File: src/rtl/alu_seq_pkg.sv
`default_nettype none
// ============================================================================
// Module      : alu_seq_pkg
// Description : Shared opcodes, NOP encoding, instruction width and FSM states
//               for the ALU operation sequencer.
// Revision    : 1.0 - initial release
// ============================================================================
package alu_seq_pkg;

    localparam int INSTR_W = 20;

    localparam logic [3:0] OP_ADD  = 4'h0;
    localparam logic [3:0] OP_SUB  = 4'h1;
    localparam logic [3:0] OP_MUL  = 4'h2;
    localparam logic [3:0] OP_DIV  = 4'h3;
    localparam logic [3:0] OP_ADDA = 4'h4;
    localparam logic [3:0] OP_MAC  = 4'h5;
    localparam logic [3:0] OP_AND  = 4'h6;
    localparam logic [3:0] OP_OR   = 4'h7;
    localparam logic [3:0] OP_XOR  = 4'h8;
    localparam logic [3:0] OP_NAND = 4'h9;
    localparam logic [3:0] OP_NOR  = 4'hA;
    localparam logic [3:0] OP_XNOR = 4'hB;
    localparam logic [3:0] OP_SHL  = 4'hC;
    localparam logic [3:0] OP_SHR  = 4'hD;
    localparam logic [3:0] OP_EQU  = 4'hE;
    localparam logic [3:0] OP_LTH  = 4'hF;

    // ADDA 0,0 leaves the downstream accumulator untouched
    localparam logic [INSTR_W-1:0] NOP_INSTR = {OP_ADDA, 8'h00, 8'h00};

    typedef enum logic [1:0] {
        ST_IDLE  = 2'd0,
        ST_RUN   = 2'd1,
        ST_DRAIN = 2'd2
    } state_t;

    function automatic logic is_div_zero(input logic [INSTR_W-1:0] instr);
        return (instr[19:16] == OP_DIV) && (instr[7:0] == 8'h00);
    endfunction

endpackage
`default_nettype wire

File: src/rtl/alu_op_sequencer_if.sv
`default_nettype none
// ============================================================================
// Module      : alu_op_sequencer_if
// Description : Program-load, run-control and ALU-issue bundle of the sequencer.
// Revision    : 1.0 - initial release
// ============================================================================
interface alu_op_sequencer_if;
    import alu_seq_pkg::*;

    logic               wr_en;
    logic [3:0]         wr_addr;
    logic [INSTR_W-1:0] wr_data;
    logic [4:0]         prog_len;
    logic               start;
    logic               hold;
    logic [3:0]         opcode;
    logic [7:0]         A;
    logic [7:0]         B;
    logic               issue;
    logic               res_valid;
    logic               busy;
    logic               done;
    logic               div_zero;

    modport master (
        output wr_en, wr_addr, wr_data, prog_len, start, hold,
        input  opcode, A, B, issue, res_valid, busy, done, div_zero
    );

    modport slave (
        input  wr_en, wr_addr, wr_data, prog_len, start, hold,
        output opcode, A, B, issue, res_valid, busy, done, div_zero
    );

endinterface
`default_nettype wire

File: src/rtl/alu_seq_imem.sv
`default_nettype none
// ============================================================================
// Module      : alu_seq_imem
// Description : Instruction slot storage, one synchronous write port and one
//               asynchronous read port; intentionally not reset.
// Revision    : 1.0 - initial release
// ============================================================================
module alu_seq_imem
    import alu_seq_pkg::*;
#(
    parameter int DEPTH = 16,
    parameter int AW    = 4
) (
    input  wire logic               clk,
    input  wire logic               i_we,
    input  wire logic [AW-1:0]      i_waddr,
    input  wire logic [INSTR_W-1:0] i_wdata,
    input  wire logic [AW-1:0]      i_raddr,
    output      logic [INSTR_W-1:0] o_rdata
);

    logic [INSTR_W-1:0] r_mem [DEPTH];

    always_ff @(posedge clk) begin
        if (i_we) begin
            r_mem[i_waddr] <= i_wdata;
        end
    end

    assign o_rdata = r_mem[i_raddr];

endmodule
`default_nettype wire

File: src/rtl/alu_op_sequencer.sv
`default_nettype none
// ============================================================================
// Module      : alu_op_sequencer
// Description : Issues a stored program of ALU instructions, one per cycle,
//               with hold, drain/done signalling and sticky divide-by-zero.
// Revision    : 1.0 - initial release
// ============================================================================
module alu_op_sequencer
    import alu_seq_pkg::*;
#(
    parameter int DEPTH = 16
) (
    input wire logic          clk,
    input wire logic          rst,
    alu_op_sequencer_if.slave bus
);

    localparam int         c_AW    = $clog2(DEPTH);
    localparam logic [4:0] c_DEPTH = 5'(DEPTH);

    state_t             r_state;
    logic [4:0]         r_pc;
    logic [4:0]         r_len;
    logic [3:0]         r_opcode;
    logic [7:0]         r_a;
    logic [7:0]         r_b;
    logic               r_issue;
    logic               r_res_valid;
    logic               r_busy;
    logic               r_done;
    logic               r_div_zero;

    logic [c_AW-1:0]    w_rd_addr;
    logic [INSTR_W-1:0] w_instr;
    logic [4:0]         w_len;
    logic               w_wr_en;

    // Slot 0 must be readable in IDLE so a start can issue it immediately
    assign w_rd_addr = (r_state == ST_IDLE) ? '0 : r_pc[c_AW-1:0];
    assign w_len     = (bus.prog_len > c_DEPTH) ? c_DEPTH : bus.prog_len;
    assign w_wr_en   = bus.wr_en && (r_state == ST_IDLE) && !bus.start &&
                       ({1'b0, bus.wr_addr} < c_DEPTH);

    alu_seq_imem #(
        .DEPTH (DEPTH),
        .AW    (c_AW)
    ) u_imem (
        .clk     (clk),
        .i_we    (w_wr_en),
        .i_waddr (bus.wr_addr[c_AW-1:0]),
        .i_wdata (bus.wr_data),
        .i_raddr (w_rd_addr),
        .o_rdata (w_instr)
    );

    always_ff @(posedge clk) begin
        if (rst) begin
            r_state               <= ST_IDLE;
            r_pc                  <= 5'd0;
            r_len                 <= 5'd0;
            {r_opcode, r_a, r_b}  <= NOP_INSTR;
            r_issue               <= 1'b0;
            r_res_valid           <= 1'b0;
            r_busy                <= 1'b0;
            r_done                <= 1'b0;
            r_div_zero            <= 1'b0;
        end else begin
            r_res_valid           <= r_issue;
            {r_opcode, r_a, r_b}  <= NOP_INSTR;
            r_issue               <= 1'b0;
            r_done                <= 1'b0;
            case (r_state)
                ST_IDLE: begin
                    if (bus.start) begin
                        r_len  <= w_len;
                        r_busy <= 1'b1;
                        if (w_len != 5'd0) begin
                            {r_opcode, r_a, r_b} <= w_instr;
                            r_issue              <= 1'b1;
                            r_div_zero           <= is_div_zero(w_instr);
                            r_pc                 <= 5'd1;
                            r_state              <= ST_RUN;
                        end else begin
                            r_div_zero <= 1'b0;
                            r_done     <= 1'b1;
                            r_state    <= ST_DRAIN;
                        end
                    end
                end
                ST_RUN: begin
                    if (!bus.hold) begin
                        if (r_pc < r_len) begin
                            {r_opcode, r_a, r_b} <= w_instr;
                            r_issue              <= 1'b1;
                            r_pc                 <= r_pc + 5'd1;
                            if (is_div_zero(w_instr)) begin
                                r_div_zero <= 1'b1;
                            end
                        end else begin
                            // done lands together with the last res_valid
                            r_done  <= 1'b1;
                            r_state <= ST_DRAIN;
                        end
                    end
                end
                ST_DRAIN: begin
                    r_busy  <= 1'b0;
                    r_pc    <= 5'd0;
                    r_state <= ST_IDLE;
                end
                default: begin
                    r_busy  <= 1'b0;
                    r_pc    <= 5'd0;
                    r_state <= ST_IDLE;
                end
            endcase
        end
    end

    assign bus.opcode    = r_opcode;
    assign bus.A         = r_a;
    assign bus.B         = r_b;
    assign bus.issue     = r_issue;
    assign bus.res_valid = r_res_valid;
    assign bus.busy      = r_busy;
    assign bus.done      = r_done;
    assign bus.div_zero  = r_div_zero;

endmodule
`default_nettype wire

File: src/flat_wrapper.sv
// flat-port wrapper written by rule: the top's interface ports become plain ports
module alu_op_sequencer_flat import alu_seq_pkg::*;
#(
    parameter int DEPTH = 16
)
  (clk, rst, bus_wr_en, bus_wr_addr, bus_wr_data, bus_prog_len, bus_start, bus_hold, bus_opcode, bus_A, bus_B, bus_issue, bus_res_valid, bus_busy, bus_done, bus_div_zero);
  alu_op_sequencer_if bus_i ();
  input wire logic clk;
  input wire logic rst;
  input wire logic [$bits(bus_i.wr_en)-1:0] bus_wr_en;
  input wire logic [$bits(bus_i.wr_addr)-1:0] bus_wr_addr;
  input wire logic [$bits(bus_i.wr_data)-1:0] bus_wr_data;
  input wire logic [$bits(bus_i.prog_len)-1:0] bus_prog_len;
  input wire logic [$bits(bus_i.start)-1:0] bus_start;
  input wire logic [$bits(bus_i.hold)-1:0] bus_hold;
  output wire logic [$bits(bus_i.opcode)-1:0] bus_opcode;
  output wire logic [$bits(bus_i.A)-1:0] bus_A;
  output wire logic [$bits(bus_i.B)-1:0] bus_B;
  output wire logic [$bits(bus_i.issue)-1:0] bus_issue;
  output wire logic [$bits(bus_i.res_valid)-1:0] bus_res_valid;
  output wire logic [$bits(bus_i.busy)-1:0] bus_busy;
  output wire logic [$bits(bus_i.done)-1:0] bus_done;
  output wire logic [$bits(bus_i.div_zero)-1:0] bus_div_zero;
  assign bus_i.wr_en = bus_wr_en;
  assign bus_i.wr_addr = bus_wr_addr;
  assign bus_i.wr_data = bus_wr_data;
  assign bus_i.prog_len = bus_prog_len;
  assign bus_i.start = bus_start;
  assign bus_i.hold = bus_hold;
  assign bus_opcode = bus_i.opcode;
  assign bus_A = bus_i.A;
  assign bus_B = bus_i.B;
  assign bus_issue = bus_i.issue;
  assign bus_res_valid = bus_i.res_valid;
  assign bus_busy = bus_i.busy;
  assign bus_done = bus_i.done;
  assign bus_div_zero = bus_i.div_zero;
  alu_op_sequencer #(.DEPTH(DEPTH)) u_core (.clk(clk), .rst(rst), .bus(bus_i));
endmodule
File: config.mk
export PLATFORM = sky130hd
export DESIGN_NAME = alu_op_sequencer_flat
export DESIGN_NICKNAME = d
export VERILOG_FILES = /design/src/rtl/alu_seq_pkg.sv /design/src/rtl/alu_op_sequencer_if.sv /design/src/rtl/alu_seq_imem.sv /design/src/rtl/alu_op_sequencer.sv /design/src/flat_wrapper.sv
export SDC_FILE = /design/constraint.sdc
export NUM_CORES = 1
export LEC_CHECK = 0
export CORE_ASPECT_RATIO = 1.75
export CORE_MARGIN = 2
export CORE_UTILIZATION = 58
export CTS_CLUSTER_DIAMETER = 60
export DETAILED_ROUTE_END_ITERATION = 7
export PLACE_DENSITY = 0.77
export SYNTH_ARGS = -nofsm -noshare
export SYNTH_HDL_FRONTEND = slang
export SYNTH_HIERARCHICAL = 1
export SYNTH_SLANG_ARGS = --single-unit
File: constraint.sdc
create_clock -name clk -period 6.9 [get_ports clk]
set_input_delay 1.38 -clock clk [delete_from_list [all_inputs] [get_ports clk]]
set_output_delay 1.38 -clock clk [all_outputs]
set_load 0.05 [all_outputs]
Yosys cells after proc, flatten, opt, wreduce, memory -nomap -nowiden:

Memories as Yosys holds them, arrays and structs flattened.
Index checks and enable logic that the tools add are counted.

* memory bits (writable): 320
* word-level logic and storage cells: 84
* input bits: 34
* output and inout port bits: 25
* memories: 1
* register bits after elaboration: 37

Memories
* u_core.u_imem.r_mem: depth 16, width 20, read ports 1, clocked after Yosys merged registers in 0, write ports 1, RTL line alu_seq_imem.sv:22 `logic [INSTR_W-1:0] r_mem [DEPTH];`

* muxes and demuxes: 47
* reduce and logical (&&, ||, !) cells: 13
* $add $sub $neg: 1
* order comparisons: 2
* eq/ne operators: 8
* bitwise logic cells: 1

Operators with widths (count)
* 8-bit two-way mux: 8
* 8-bit case mux with 2 select lines: 2
* 5-bit two-way mux: 5
* 4-bit two-way mux: 5
* 1-bit two-way mux: 16
* 5-bit case mux with 2 select lines: 1
* 8-bit zero test: 1
* 2-bit two-way mux: 4
* 2-bit inequality test (second input constant): 4
* 1-bit case mux with 2 select lines: 4
* 4-bit case mux with 2 select lines: 1
* 5-bit by 1-bit adder with 5-bit output (second input constant): 1
* 5-bit > comparator (second input constant): 1
* 5-bit < comparator: 1
* 5-bit AND reduction: 1
* 5-bit nonzero test: 1
* 4-bit by 2-bit equality test with 1-bit output (second input constant): 1
* 2-bit by 1-bit inequality test with 1-bit output (second input constant): 2
* 2-bit case mux with 2 select lines: 1
* 2-bit AND reduction: 2
* 4-bit AND reduction: 1
* 1-bit logical AND: 3
* 3-bit AND reduction: 1
* 2-bit by 1-bit equality test with 1-bit output (second input constant): 1
* 4 further kinds: 4

Logic depth before layout (Yosys ltp):

Gate-level depths: netlist of the first run.
An unclocked memory read counts as a cell.

* depth in word-level cells: 9
* mapped depth: 13
* depth with buffers taken out: 10

Hierarchy:

Netlist of the first run, hierarchy kept.

By module, submodules not included
* alu_seq_imem: area an instance 12130.4 sq um, cells each 513, seq. area each 9609.2 sq um, instances 1
* alu_op_sequencer: area an instance 1555.2 sq um, cells each 155, seq. area each 740.7 sq um, instances 1

Worst setup path after synthesis of the first run:

Ideal clock, no wire load.

* path type: input-to-reg
* from: in bus_start
* to: mem u_core.u_imem.r_mem[0][0] (enable)
* buffers on the path: 0
* cell stages on the path: 4
* arrival time: 3697 ps
* slack: 2781 ps
* setup time: 422 ps
* path through: nor3_1 -> and2_1 -> or3b_2 -> nor3_1

* cells in the longest elaborated chain, start to end: 4

Ends and longest elaborated chain
* start: declaration: RTL line flat_wrapper.sv:14 `input wire logic [$bits(bus_i.start)-1:0] bus_start;`
* 1-bit zero test: RTL line alu_op_sequencer.sv:41 `assign w_wr_en = bus.wr_en && (r_state == ST_IDLE) && !bus.start &&`
* 1-bit logical AND: RTL line alu_op_sequencer.sv:41
* net u_core.w_wr_en: RTL line alu_op_sequencer.sv:36 `logic w_wr_en;`
* 1-bit two-way mux: RTL line alu_seq_imem.sv:25 `if (i_we) begin`
* 1-bit two-way mux (not written as such): RTL line alu_seq_imem.sv:26 `r_mem[i_waddr] <= i_wdata;`
* end: declaration: RTL line alu_seq_imem.sv:22

The timed path passes the listed nets, and every way through them passes these cells.

Final worst setup path of the first run:

* from: reg u_core.r_state[1]
* to: reg u_core.r_div_zero (netlist: u_core/bus.div_zero)

* cells in the longest elaborated chain, start to end: 8
* elaborated cells on any way between the ends: 16

Ends and longest elaborated chain
* start: declaration: RTL line alu_op_sequencer.sv:21 `state_t r_state;`
* start signal: assignment: RTL line alu_op_sequencer.sv:58 `r_state <= ST_IDLE;`
* start signal: assignment: RTL line alu_op_sequencer.sv:82 `r_state <= ST_RUN;`
* start signal: assignment: RTL line alu_op_sequencer.sv:86 `r_state <= ST_DRAIN;`
* 2-bit zero test (*): RTL line alu_op_sequencer.sv:39 `assign w_rd_addr = (r_state == ST_IDLE) ? '0 : r_pc[c_AW-1:0];`
* 4-bit two-way mux (*): RTL line alu_op_sequencer.sv:39
* net u_core.w_rd_addr[1]: RTL line alu_op_sequencer.sv:33 `logic [c_AW-1:0] w_rd_addr;`
* memory read 16 x 20 bit (*)
* net u_core.w_instr[7]: RTL line alu_op_sequencer.sv:34 `logic [INSTR_W-1:0] w_instr;`
* 8-bit zero test (*): RTL line alu_seq_pkg.sv:39 `return (instr[19:16] == OP_DIV) && (instr[7:0] == 8'h00);`
* 1-bit logical AND (*): RTL line alu_seq_pkg.sv:39
* 1-bit two-way mux: RTL line alu_op_sequencer.sv:77 `if (w_len != 5'd0) begin`
* 1-bit two-way mux: RTL line alu_op_sequencer.sv:74 `if (bus.start) begin`
* 1-bit case mux with 2 select lines: RTL line alu_op_sequencer.sv:72 `case (r_state)`
* end signal: assignment: RTL line alu_op_sequencer.sv:80 `r_div_zero <= is_div_zero(w_instr);`
* end: declaration: RTL line alu_op_sequencer.sv:31 `logic r_div_zero;`

The timed path passes the listed nets; every way through them passes the cells marked *. The select of a mux whose other input is x is not followed.
A chain may end at the register's enable or synchronous reset.

==> results of run 1 <==
==> report_power, final <==
group	leakage (nW)	switching (mW)	internal, mW
clock network	0.459	0.723	0.921
registers	3.18	0.00987	2.38
logic	1.25	0.140	0.0974
total	4.89	0.873	3.39
==> final cells by class <==
type                    instances  area [um^2]
flip-flops and latches        357        10350
repair buffers                 75        720.7
inverters                       7        26.28
well taps                     304        380.4
fillers                      1410         7610
multi-input cells             273         3201
clock inverters                22        219.0
clock buffers                  31        733.2
==> cells in the final DEF, fill, tap and decap left out, drive strengths merged, types with 2 or more instances in the layout <==
cell,instances
edfxtp,320
mux4,80
clkdlybuf4s50,58
a22oi,40
dfxtp,37
clkbuf,31
nand2,29
and2,22
nor2,20
buf,17
a21oi,13
clkinv,12
nand2b,10
inv,8
nor2b,8
nand3,6
nor3,6
ha,5
clkinvlp,5
bufinv,4
mux2i,4
nor4,4
a211oi,3
nor3b,3
nand3b,3
a21o,2
o21a,2
o211ai,2
a21boi,2
o21ai,2
==> logic make-up after synthesis <==
logic type,count (synthesis),share of synthesized area (%)
flops,357,75.63
fa+ha+maj,5,0.4571
mux,84,13.90
simple gates,117,4.937
compound gates,67,3.474
buf+inv,38,1.609
==> critical path: cells and delay by family (launching register included) <==
family	cells	cell delay, ps
and+or+nand+nor	5	1170
DFF	1	500
buffers and inverters	2	1070
AOI/OAI and AO/OA	4	640
muxes	1	410
==> stage by stage <==
stage	instance area (um^2)	std cells	util, %
CTS	15630	1069	67.26
global route	15630	1069	67.26
global placement	14680	1016	63.16
floorplan	13690	668	-
detailed placement	14680	1016	63.16
finish	15630	1069	67.26
==> worst paths after layout <==
check | start | to
min | u_core/r_len[0] | u_core/r_len[0]
min reg2reg | u_core/r_len[0] | u_core/r_len[0]
max reg2reg | u_core/r_state[1] | u_core/bus.div_zero
max | u_core/r_state[1] | u_core/bus.div_zero
==> flip-flops by register name, summed over array words and instances (netlist names) <==
| signal | cells |
|---|---|
| u_core/u_imem/r_mem | 320 |
| u_core/bus.done | 1 |
| u_core/bus.B | 8 |
| u_core/bus.A | 8 |
| u_core/r_pc | 5 |
| u_core/bus.res_valid | 1 |
| u_core/bus.issue | 1 |
| u_core/r_len | 5 |
| u_core/r_state | 2 |
| u_core/bus.busy | 1 |
| u_core/bus.opcode | 4 |
| u_core/bus.div_zero | 1 |
==> metal layers <==
| metal | vias up | part of all wire [%] |
|---|---|---|
| li1 | 2892 | - |
| met2 | 339 | 54 |
| met3 | 77 | 6.8 |
| met5 | - | 0 |
| met4 | 0 | 4.9 |
| met1 | 3495 | 35 |
==> metrics.cfg, run 1 <==
[status]
status = completed

[cts]
post_cts_buffers = 0
cts_root_buf = clkbuf_16
cts_tree = built
clkSinkCount = 357
cts_buffer_depth = 3
path_clk_slew_ps = 70
holdBufCountCts = 0
cts_resized = 0
cts_inserted_buffers = 29
h-tree-depth = 1
insertion_delay_ps = 560

[sta]
layout_setup_ws_ps = 2996
fmax_ghz = 0.2561
maxSlewHeadroom_pct = 14.84
setup_viol = 0
rsz0062_at_grt = false
slew_violations = 0
hold_ws_ps = 464.7
hold_viol = 0
tightest_slew_ps = 1276
finalClockSkew_ps = 21.21
min_period_ps = 3904
setup_tns_ps = 0
finalCritPeriodShare_pct = 56.58

[global_routing]
busiest_layer = met2
antenna_found_initial = 0
grt_use_met2_pct = 42.01
grt_max_degree = 81
overflow = 0
grt_pass1_vias = 7235
use_met1_pct = 30.04
grtUsageTotal_pct = 24.25
grt.met3_usage_pct = 2.946
grt_pass1_wl_mm = 44.28

[routing]
first_pass_iters = 7
via_per_inst = 6.364
drc = 0
vias = 6803
routed_wl_mm = 29.20
first_iter_violations = 723
antenna_left = 0
wl_per_cell_um = 27.31

[yosys]
synthFlopType = edfxtp_1
syn_area_um2 = 13690
ys_seq_area_share_pct = 75.63
syn-num-nets = 707
synth_edf_count = 320
synth.top_cell.area_share_pct = 70.21
async_reset_ff_share_pct = 0
yosys_warnings = 6
yosysMostFrequentCell = edfxtp_1
synth_seq_cells = 357
synthTopCellsByArea = edfxtp_1 70%, mux4_2 11%, dfxtp_1 5.4%
yosysUniqueCellTypes = 42
yosysTopAreaCell = edfxtp_1
avgSynthCellArea_um2 = 20.49
postSynthCellCount = 668
synth_commonest_cells = 320 x edfxtp_1, 64 x mux4_2, 40 x a22oi_1, 37 x dfxtp_1, 29 x nand2_1

[pwr]
power_per_cell_area_nw_per_um2 = 273.0
p_leak_nw = 4.894
worst_ir_drop_vdd_v = 0.0002027
finalPower_mw = 4.267

[floorplan]
coreArea_um2 = 23240
rows = 74
die_w_um = 120.1
io_pins = 59
dieArea_um2 = 24890
fp.dieH_um = 207.2
start_util_pct = 58.89

[worst_setup_path]
max_stage_delay_ps = 660
rrSetupSlack_ps = 3000
critPathMaxFanout = 49
end_kind = flip-flop
cpMostUsedCell = buf_4
arrival_ps = 4400
r2r_cells = 12
worstPathCellList = nor2_1 > nor2b_4 > buf_4 > buf_4 > mux4_2 > a22oi_1 > nand2_1 > nor4bb_1 > and3_1 > a21boi_0 > a21oi_1 > o21a_1
cp-start-kind = flip-flop
crit_required_ps = 7390
critical_path_class = flip-flop to flip-flop
cpMaxStageDelayCell = buf_4

[placed_design]
io_buffers = 58
dp_worst_setup_slack_ps = 2539
globalplace.congestion = 0.8949
dpl.hpwl_mm = 17.38

[finish]
nets = 782
area_growth_pct = 14.21
drive_gt1_share_pct = 22.75
diodes = 0

[flow_run]
maxCapViolCount = 0

[worst_hold_path]
hold_path_depth = 2
worstHoldPathType = flip-flop to flip-flop

Note: power is estimated with default switching activity, not from simulation.
==> inputs of run 2 (changes only) <==
- CORE_UTILIZATION: 58 -> 54
- PLACE_DENSITY: 0.77 -> 0.75
- clock period: 6.9 -> 3.5 ns (I/O delays scaled with it)
==> run 2 against run 1 <==
Effect of this change:
- flip-flop and latch count unchanged
- die area up 7.2%
- critical endpoint unchanged
- largest power group unchanged
- routed wire length up 5.6%
- highest routed layer unchanged
- sequential share of layout area down 1.6 points
==> metrics.cfg, run 2 (synthesized netlist as in run 1, its figures left out) <==
[pwr]
p_leak_nw = 5.091  ; +4.0%
worst_ir_drop_vdd_v = 0.0004798  ; +140%
finalPower_mw = 8.670  ; +100%
power_per_cell_area_nw_per_um2 = 541.3  ; +98%

[finish]
area_growth_pct = 17.04
multi_input_area_um2 = 3194  ; -0.20%
largest_register_ffs = 320  ; unchanged
final_common_cell = edfxtp_1
regMostFlops = u_core/u_imem/r_mem
drive_gt1_share_pct = 25.13  ; +2.4 points
final_cell_mix = 320 x edfxtp_1, 64 x mux4_2, 58 x clkdlybuf4s50_1
postLayoutCoreUtil_pct = 63.95  ; -3.3 points
fillers = 1642  ; +16%
seq_area_um2 = 10350  ; unchanged
nets = 806  ; +3.1%
diodes = 0  ; unchanged

[cts]
cts_root_buf = clkbuf_16
cts_tree = built
cts_inserted_buffers = 29  ; unchanged
h-tree-depth = 1  ; unchanged
path_clk_slew_ps = 80  ; about the same
insertion_delay_ps = 550  ; about the same
post_cts_buffers = 0  ; unchanged
holdBufCountCts = 0  ; unchanged
clkSinkCount = 357  ; unchanged
cts_buffer_depth = 3  ; unchanged

[sta]
fmax_ghz = 0.2967  ; +16%
layout_setup_ws_ps = 129.6  ; -2866 ps
rsz0062_at_grt = false
slew_violations = 0  ; unchanged
setup_viol = 0  ; unchanged
tightest_slew_ps = 1347  ; +70.88 ps
min_period_ps = 3370  ; -533.6 ps
setup_tns_ps = 0  ; unchanged
maxSlewHeadroom_pct = 9.679  ; -5.2 points
finalCritPeriodShare_pct = 96.30  ; +40 points
hold_viol = 0  ; unchanged
finalClockSkew_ps = 10.76  ; -10.45 ps

[routing]
via_per_inst = 6.313  ; -0.79%
routed_wl_mm = 30.83  ; +5.6%
antenna_left = 0  ; unchanged
vias = 6970  ; +2.5%
first_pass_iters = 7  ; unchanged
first_iter_violations = 693  ; -4.1%
drc = 0  ; unchanged
wl_per_cell_um = 27.93  ; +2.3%

[floorplan]
dieArea_um2 = 26680  ; +7.2%
start_util_pct = 54.64  ; -4.3 points
io_pins = 59  ; unchanged
fp.dieH_um = 214.6  ; +3.6%
coreArea_um2 = 25050  ; +7.8%
die_w_um = 124.3  ; +3.5%
rows = 77  ; +4.1%

[global_routing]
grt_pass1_wl_mm = 45.57  ; +2.9%
antenna_found_initial = 0  ; unchanged
grt_max_degree = 32  ; -60%
grtUsageTotal_pct = 22.97  ; -1.3 points
grt_pass1_vias = 7333  ; +1.4%
overflow = 0  ; unchanged

[worst_setup_path]
cp-start-kind = flip-flop
crit_required_ps = 4000  ; -3390 ps
critPathMaxFanout = 22  ; -55%
arrival_ps = 3870  ; -530 ps
r2r_cells = 13  ; +1
end_kind = flip-flop
critical_path_class = flip-flop to flip-flop

[placed_design]
dp_worst_setup_slack_ps = 170.0  ; -2369 ps
dpl.hpwl_mm = 17.90  ; +3.0%
io_buffers = 58  ; unchanged
globalplace.congestion = 0.8469  ; -5.4%

[worst_hold_path]
worstHoldPathType = flip-flop to flip-flop
hold_path_depth = 2  ; unchanged

[status]
status = completed

[flow_run]
maxCapViolCount = 0  ; unchanged

[run 2: changes by cell type in the layout (fill, tap and decap cells not counted), moves of 2 or more]
cell and delta:
nor2_4 -3, clkinv_2 -2, bufinv_16 +3, buf_6 +2, buf_4 +11, buf_12 +10
nor2_2 +3, clkinvlp_4 -2, clkinv_4 +2
[run 2: metrics by stage]
| step | instance area (um^2) | hold WS (ps) | std cells |
|---|---|---|---|
| after CTS | 16000 | 460.3 | 1103 |
| final | 16020 | 460.7 | 1104 |
| after global routing | 16020 | 484.7 | 1104 |
| after global placement | 14980 | 443.8 | 1051 |
| after detailed placement | 14980 | 452.6 | 1051 |
| after floorplan | 13690 | 432.4 | 668 |
[run 2: path summary, 6_finish.rpt]
check | startpoint | to | slack [ps]
min reg2reg | u_core/r_len[0] | u_core/r_len[0] | 460
min | u_core/r_len[0] | u_core/r_len[0] | 460
max reg2reg | u_core/r_state[0] | u_core/bus.div_zero | 130
max | u_core/r_state[0] | u_core/bus.div_zero | 130
[run 2: what timing repair did]
action / in CTS / in global routing
endpoints found under the hold margin: 0 / 0
resized for setup: 0 / 2
setup endpoints to repair: 0 / 1
[run 2: routing by layer]
layer  track usage, %  wire length [um]  vias to the layer above
met5                0                 0                        -
met4            8.614              1117                        0
met3            3.144              2231                       69
met2            40.64             16250                      376
met1            28.96             11230                     3593
li1                 -                 -                     2932
[run 2: layout make-up]
cell class,instances,share of cell area [%]
Multi-Input combinational cell,274,19.94
Sequential cell,357,64.61
Clock inverter,22,1.851
Inverter,7,0.1640
Clock buffer,30,4.554
Tap cell,316,2.468
Timing Repair Buffer,98,6.405
[run 2: where the power goes]
part           switching (mW)  leakage [nW]  internal, mW
clock                    1.45         0.500          2.04
combinational           0.275          1.41         0.206
sequential             0.0189          3.18          4.68
[run 2: worst max-delay path, stage by stage (launching register included)]
cell,delay [ps]
dfxtp_1,460
nor2_1,170
buf_4,210
nor2b_4,170
buf_12,230
buf_6,200
mux4_1,570
a22oi_1,190
nand2_1,130
nor4bb_1,340
and3_1,240
a21boi_0,90
a21oi_1,150
o21a_1,120
==> inputs of run 3 (changes only) <==
- ABC_CLOCK_PERIOD_IN_PS: not set -> 3500
- PLACE_DENSITY: 0.75 -> not set
- PLACE_DENSITY_LB_ADDON: not set -> 0.1
==> run 3 against run 2 <==
Effect of this change:
- critical path depth stayed put
- first-iteration DRC count is 21% lower
- clock skew is 1.1 ps higher
- final area is 0.30% lower
- flip-flop and latch count stayed put
- combinational power is 0.8% higher
- via count is 2.3% lower
- die area stayed put
- register-to-register slack better by 320 ps
==> metrics.cfg, run 3 (synthesized netlist as in run 1, its figures left out) <==
[cts]
holdBufCountCts = 0  ; unchanged
clkSinkCount = 357  ; unchanged
path_clk_slew_ps = 60  ; -20 ps
cts_tree = built
h-tree-depth = 1  ; unchanged
insertion_delay_ps = 570  ; +20 ps
cts_inserted_buffers = 31  ; +6.9%
cts_resized = 0  ; unchanged
cts_root_buf = clkbuf_16
cts_buffer_depth = 3  ; unchanged
post_cts_buffers = 0  ; unchanged

[sta]
slew_violations = 0  ; unchanged
rsz0062_at_grt = false
finalClockSkew_ps = 11.85  ; +1.083 ps
setup_tns_ps = 0  ; unchanged
maxSlewHeadroom_pct = 27.19  ; +18 points
hold_ws_ps = 459.8  ; -0.9240 ps
fmax_ghz = 0.3275  ; +10%
min_period_ps = 3054  ; -316.6 ps
hold_viol = 0  ; unchanged
setup_viol = 0  ; unchanged
finalCritPeriodShare_pct = 87.25  ; -9.0 points
tightest_slew_ps = 1086  ; -261.1 ps

[routing]
routed_wl_mm = 30.14  ; -2.2%
first_pass_iters = 5  ; -2
via_per_inst = 6.111  ; -3.2%
antenna_left = 0  ; unchanged
first_iter_violations = 547  ; -21%
vias = 6808  ; -2.3%
drc = 0  ; unchanged
wl_per_cell_um = 27.06  ; -3.1%

[worst_setup_path]
critPathMaxFanout = 24  ; +9.1%
max_stage_delay_ps = 520  ; -50 ps
cp-start-kind = flip-flop
arrival_ps = 3570  ; -300 ps
end_kind = flip-flop
critical_path_class = flip-flop to flip-flop
crit_start = u_core/r_state[0]
crit_required_ps = 4020  ; +20 ps
worstPathCellList = nor2_1 > buf_4 > nor2b_4 > buf_12 > mux4_2 > a22oi_1 > nand2_1 > nor4_1 > buf_4 > and3_1 > a21boi_0 > a21oi_1 > o21a_1
cpMaxStageDelayCell = mux4_2
cpMostUsedCell = buf_4
r2r_start = u_core/r_state[0]

[placed_design]
dpl-instance-area_um2 = 15020  ; +0.32%
io_buffers = 58  ; unchanged
post-place-cells = 1057  ; +0.57%
dpl.hpwl_mm = 17.98  ; +0.45%
globalplace.congestion = 0.8051  ; -4.9%

[worst_hold_path]
worstHoldPathType = flip-flop to flip-flop
hp-start = u_core/r_len[0]

[pwr]
p_leak_nw = 5.077  ; -0.28%
power_per_cell_area_nw_per_um2 = 526.3  ; -2.8%
worst_ir_drop_vdd_v = 0.0004190  ; -13%
finalPower_mw = 8.404  ; -3.1%

[finish]
area_growth_pct = 16.69
final_cell_mix = 320 x edfxtp_1, 64 x mux4_2, 58 x clkdlybuf4s50_1
largest_register_ffs = 320  ; unchanged
nets = 813  ; +0.87%
regMostFlops = u_core/u_imem/r_mem
fin_cells = 1114  ; +0.91%
final_common_cell = edfxtp_1
final_area_um2 = 15970  ; -0.30%
diodes = 0  ; unchanged
drive_gt1_share_pct = 25.69  ; +0.56 points

[floorplan]
rows = 77  ; unchanged
die_w_um = 124.3  ; unchanged
fp.dieH_um = 214.6  ; unchanged
coreArea_um2 = 25050  ; unchanged
dieArea_um2 = 26680  ; unchanged
start_util_pct = 54.64  ; unchanged
io_pins = 59  ; unchanged

[global_routing]
overflow = 0  ; unchanged
grtUsageTotal_pct = 22.96  ; about the same
grt_max_degree = 49  ; +53%
antenna_found_initial = 0  ; unchanged
grt_pass1_vias = 7294  ; -0.53%
grt_pass1_wl_mm = 45.37  ; -0.42%

[status]
status = completed

[flow_run]
maxCapViolCount = 0  ; unchanged

==> run 3: critical path, delay by kind of cell, from the launching register on <==
family / cells / cell delay [ps]
and+or+nand+nor: 5 / 980
buffers and inverters: 3 / 610
AOI/OAI and AO/OA: 4 / 540
muxes: 1 / 520
DFF: 1 / 330
==> run 3: cell type report <==
cell class              count  area (um^2)
flip-flops and latches    357        10350
fillers                  1753         9080
multi-input cells         273         3188
repair buffers            104         1064
clock buffers              38        822.0
well taps                 316        395.4
clock inverters            19        123.9
inverters                   7        26.28
==> run 3: final timing paths <==
check	endpoint	slack, ps	cells after the start
min reg2reg	u_core/r_len[0]	460	2
max	u_core/bus.div_zero	450	13
min	u_core/r_len[0]	460	2
max reg2reg	u_core/bus.div_zero	450	13
==> run 3: per-layer routing <==
| layer | vias up | share of wire (%) | global-route usage, % | wire length, um |
|---|---|---|---|---|
| li1 | 2952 | - | - | - |
| met3 | 46 | 4.7 | 3.044 | 1402 |
| met5 | - | 0 | 0 | 0 |
| met1 | 3614 | 39 | 29.14 | 11740 |
| met4 | 0 | 2.3 | 6.517 | 707 |
| met2 | 196 | 54 | 41.51 | 16290 |
==> run 3: power by group <==
group          total (mW)  internal, mW  switching, mW
clock network        3.22          1.74           1.48
logic               0.485         0.212          0.273
registers            4.70          4.68         0.0169
total                8.40          6.63           1.77
==> run 3: per-stage QoR <==
step | setup slack, ps | util [%]
2_1_floorplan | 60.55 | -
3_3_place_gp | 455.8 | 59.98
3_5_place_dp | 432.4 | 59.98
4_1_cts | 423.5 | 63.75
5_1_grt | 207.2 | 63.75
6_report | 446.2 | 63.75
